File: src/rtl/load_store_unit.sv
// Load/store unit: aligned B/H/W/D accesses to 64-bit memory; loads take READ_LAT+1 cycles, sub-dword stores READ_LAT+2 (read-modify-write), dword stores 2, misaligned 1.
// No backpressure: one request in flight; req is ignored while busy, and the issuer waits for done.
module load_store_unit #(
  parameter int READ_LAT = 1
) (
  input  logic        Clk,
  input  logic        Reset,
  input  logic        req,
  input  logic        we,
  input  logic [1:0]  size,
  input  logic        uns,
  input  logic [63:0] addr,
  input  logic [63:0] wdata,
  output logic        busy,
  output logic        done,
  output logic        misalign,
  output logic [63:0] rdata,
  output logic [63:0] mem_addr,
  output logic        mem_wr,
  output logic [63:0] mem_wdata,
  input  logic [63:0] mem_rdata
);

  typedef enum logic [1:0] {IDLE, READ, WRITE, DONE} stateT;

  localparam logic [2:0] LastWait = 3'(READ_LAT - 1);

  stateT       state, stateNext;
  logic        weQ, unsQ, misQ;
  logic [1:0]  sizeQ;
  logic [2:0]  offQ;
  logic [63:0] wdataQ;
  logic [2:0]  waitCnt;

  logic        accept, misalignIn, readLast;
  logic [63:0] laneData, loadExt, bitMask, merged;
  logic [7:0]  byteMask, laneMask;

  assign accept   = (state == IDLE) && req;
  assign readLast = (state == READ) && (waitCnt == LastWait);

  always_comb begin
    misalignIn = 1'b0;
    case (size)
      2'd1:    misalignIn = addr[0];
      2'd2:    misalignIn = |addr[1:0];
      2'd3:    misalignIn = |addr[2:0];
      default: misalignIn = 1'b0;
    endcase
  end

  always_ff @(posedge Clk or negedge Reset) begin
    if (!Reset) state <= IDLE;
    else        state <= stateNext;
  end

  always_comb begin
    stateNext = state;
    case (state)
      IDLE: begin
        if (req) begin
          if (misalignIn)              stateNext = DONE;
          else if (we && size == 2'd3) stateNext = WRITE;
          else                         stateNext = READ;
        end
      end
      READ:    if (readLast) stateNext = weQ ? WRITE : DONE;
      WRITE:   stateNext = DONE;
      DONE:    stateNext = IDLE;
      default: stateNext = IDLE;
    endcase
  end

  always_comb begin
    busy     = (state != IDLE);
    done     = (state == DONE);
    mem_wr   = (state == WRITE);
    misalign = (state == DONE) && misQ;
  end

  // Load path: bring the addressed lane down to bit 0, then extend.
  assign laneData = mem_rdata >> {offQ, 3'b000};

  always_comb begin
    loadExt = laneData;
    case (sizeQ)
      2'd0:    loadExt = {{56{~unsQ & laneData[7]}},  laneData[7:0]};
      2'd1:    loadExt = {{48{~unsQ & laneData[15]}}, laneData[15:0]};
      2'd2:    loadExt = {{32{~unsQ & laneData[31]}}, laneData[31:0]};
      default: loadExt = laneData;
    endcase
  end

  // Store path: overlay the low N bytes of wdata onto the fetched doubleword.
  always_comb begin
    case (sizeQ)
      2'd0:    byteMask = 8'h01;
      2'd1:    byteMask = 8'h03;
      2'd2:    byteMask = 8'h0F;
      default: byteMask = 8'hFF;
    endcase
    laneMask = byteMask << offQ;
    for (int b = 0; b < 8; b++) bitMask[8*b +: 8] = {8{laneMask[b]}};
    merged = (mem_rdata & ~bitMask) | ((wdataQ << {offQ, 3'b000}) & bitMask);
  end

  always_ff @(posedge Clk or negedge Reset) begin
    if (!Reset) begin
      weQ       <= 1'b0;
      unsQ      <= 1'b0;
      misQ      <= 1'b0;
      sizeQ     <= 2'd0;
      offQ      <= 3'd0;
      wdataQ    <= 64'd0;
      waitCnt   <= 3'd0;
      rdata     <= 64'd0;
      mem_addr  <= 64'd0;
      mem_wdata <= 64'd0;
    end else begin
      if (accept) begin
        weQ     <= we;
        unsQ    <= uns;
        misQ    <= misalignIn;
        sizeQ   <= size;
        offQ    <= addr[2:0];
        wdataQ  <= wdata;
        waitCnt <= 3'd0;
        // A misaligned access never touches memory, so the bus keeps its last address.
        if (!misalignIn) mem_addr <= {addr[63:3], 3'b000};
        if (!misalignIn && we && size == 2'd3) mem_wdata <= wdata;
      end
      if (state == READ) begin
        waitCnt <= readLast ? 3'd0 : waitCnt + 3'd1;
        if (readLast) begin
          if (weQ) mem_wdata <= merged;
          else     rdata     <= loadExt;
        end
      end
    end
  end

endmodule

File: config.mk
export PLATFORM = sky130hd
export DESIGN_NAME = load_store_unit
export DESIGN_NICKNAME = d
export VERILOG_FILES = /design/src/rtl/load_store_unit.sv
export SDC_FILE = /design/constraint.sdc
export NUM_CORES = 1
export LEC_CHECK = 0
export CAP_MARGIN = 20
export CORE_MARGIN = 2
export CORE_UTILIZATION = 50
export DETAILED_ROUTE_END_ITERATION = 8
export HOLD_SLACK_MARGIN = 0.02
export PLACE_DENSITY_LB_ADDON = 0.25
export SLEW_MARGIN = 30
export SYNTH_ARGS = -nofsm -noshare
export SYNTH_HDL_FRONTEND = slang
export SYNTH_SLANG_ARGS = --single-unit
File: constraint.sdc
create_clock -name Clk -period 3.2 [get_ports Clk]
set_clock_uncertainty 0.2 [all_clocks]
set_input_delay 0.8 -clock Clk [delete_from_list [all_inputs] [get_ports Clk]]
set_output_delay 0.8 -clock Clk [all_outputs]
set_load 0.01 [all_outputs]
==> run metrics <==
Tmin final 2.93 ns; fmax 341 MHz; overall power 22.7 mW; asr flop ratio synth 1.00; final hold vios 0; die height 176 µm; RePlAce Congestion 0.954; critical path type reg2out; crit path capture type output port; final setup fails 0; die outline width 176 µm; CTS tree built; Root Driver clkbuf_16; Cell Pwr Density 1110 mW/mm²; DRC viols 0; YS warnings 0; dpl ws 0.0290 ns; initial antenna violation count 0; EDFF count, synth 0; H-tree levels 1; core footprint 0.0295 mm²; Crit path arrival time 1.93 ns; Post-DRT Antenna Nets 0; first-pass GRT wire length 83600 µm; # nets final 1950; Post-CTS Setup Bufs 0; fin area 0.0204 mm²; placed instance area 0.0193 mm²; Clock Sinks 266; CP Max Fanout 4; Worst-Margin Slew 0.938 ns; Ant. Diodes 0; post-synthesis cell type count 59; total of max-cap violations 0; overall routing resource usage 0.362; starting density of the core 0.504; sequential area share after synthesis 0.448; synth-to-layout area growth 37.0%; Avg WL per Cell 26.4 µm; total number of vias 13400; drt via density 6.23; fin worst setup slack 0.267 ns; Die Footprint 0.0311 mm²; num rows 63; Mean Syn Cell Area 10.8 µm²; Clock Latency Late Sink 0.58 ns; DRT Pass-1 Iters 6; peak supply drop 0.597 mV; Startpoint Class flip-flop; Util after Layout 0.691; aggregate global routing overflow 0; HP Class reg2reg; post-CTS sizing 0; Setup TNS Final 0 ns; DP HPWL 43000 µm; maximum number of pins on one net before global-route repair 78; Max Slew Vio Count 0; Worst Path Required 2.20 ns; Synth Flop Type dfrtp_1; Reg clk slew, reported paths 0.06 ns; Total Routed Length 56900 µm; Leak 8.50 nW; Port Buffers 391; slew margin rel. 0.370; Ports 395; RSZ-0062 raised after global routing no; synthesized instance count 1376; vias in the first global route 13300; status complete, no violations; Final Cycle Share 0.917; layout cells sized above 1 0.182; maximum buffer depth of the clock tree 3; CTS buffer count 29; Iter 0 DRT Violations 1515; Post-Syn Area 0.0149 mm²; post-synthesis register bit count 266
## registers in the layout, indices dropped and copies added (netlist names)
signal,count
mem_wdata,64
rdata,64
wdataQ,64
mem_addr,61
offQ,3
waitCnt,3
sizeQ,2
state,2
misQ,1
unsQ,1
weQ,1
## area by class of cell
type                       count  area (µm²)
timing repair buffer         453        4550
tap                          390         488
inverter                      15        56.3
fill                        2190        9120
clock buffer                  36         812
clock inverter                18         210
multi-input combinational    979        7580
sequential                   266        6670
## metrics by stage
stage / hold WS [ns] / instances
5_1_grt: 0.325 / 2157
6_report: 0.292 / 2157
2_1_floorplan: 0.255 / 1378
4_1_cts: 0.300 / 2157
3_5_place_dp: 0.286 / 2102
3_3_place_gp: 0.287 / 2102
## synthesized netlist by cell type, drive strengths merged, types with 7 or more instances
library cell	n	area, µm²
mux4	43	968
a211o	7	61.3
o22a	8	70.1
o21ai	56	280
buf	58	388
a211oi	24	180
o221ai	8	70.1
mux2i	128	1280
a22o	9	78.8
a31oi	76	482
and3	19	119
o22ai	9	56.3
nor2b	31	194
clkbuf	60	225
nor2	95	357
a32oi	15	131
nand3	8	40.0
a221oi	8	70.1
inv	15	56.3
a21oi	47	235
o211ai	10	75.1
dfrtp	266	6660
ha	7	87.6
nand2	173	649
mux2	146	1650
o2bb2ai	8	70.1
## layout by cell type (no fill, tap or decap), drive strengths merged, types with 10 or more instances in the layout
master	netlist	routed
a31oi	76	76
mux2i	128	128
nor2b	31	31
mux4	43	43
and3	19	19
inv	15	18
buf	58	62
dfrtp	266	266
nand2	173	173
nor2	95	95
a211oi	24	24
o211ai	10	10
clkbuf	60	36
a32oi	15	15
a21oi	47	47
clkdlybuf4s50	0	390
o21ai	56	56
mux2	146	146
## path summary, 6_finish.rpt
path	from	to	slack (ns)	cells after the start
setup reg to reg	offQ[1]$_DFFE_PN0P_	rdata[1]$_DFFE_PN0P_	0.43	5
hold reg to reg	misQ$_DFFE_PN0P_	misQ$_DFFE_PN0P_	0.29	2
hold / removal	misQ$_DFFE_PN0P_	misQ$_DFFE_PN0P_	0.29	2
min in group asynchronous	Reset	mem_wdata[41]$_DFF_PN0_	0.59	2
setup / recovery	state[0]$_DFFE_PN0P_	busy	0.27	4
max in group asynchronous	Reset	offQ[1]$_DFFE_PN0P_	1.48	3
## cells by family after synthesis
family	Yosys count	synth area share
and+or+nand+nor	351	0.103
DFF	266	0.448
adders and majority gates	7	0.00589
muxes	317	0.262
AOI/OAI and AO/OA	301	0.135
buffers and inverters	133	0.0450
other	1	0.000252
## where the power goes
part / switching [mW] / total, mW / internal (mW)
clock network: 1.46 / 3.59 / 2.13
logic: 6.04 / 12.3 / 6.21
registers: 1.78 / 6.85 / 5.07
## per-layer routing
layer / vias to the layer above / share of wire / routed length (µm) / track usage
li1: 5797 / - / - / -
met1: 6581 / 0.39 / 22500 / 0.489
met2: 893 / 0.44 / 25300 / 0.552
met3: 157 / 0.12 / 6550 / 0.102
met4: 0 / 0.045 / 2580 / 0.146
met5: - / 0 / 0 / 0
## worst max-delay path, cell delays in order, from the launching register on
cell and delay, ns:
dfrtp_1 0.38, inv_1 0.10, ha_1 0.26, inv_1 0.08, clkdlybuf4s50_1 0.56
## repair_timing
action / CTS / global route
hold buffers: 1 / 0
hold endpoints to repair: 55 / 0
setup endpoints to repair: 0 / 0
No activity file was read; power rests on OpenSTA's default activity.
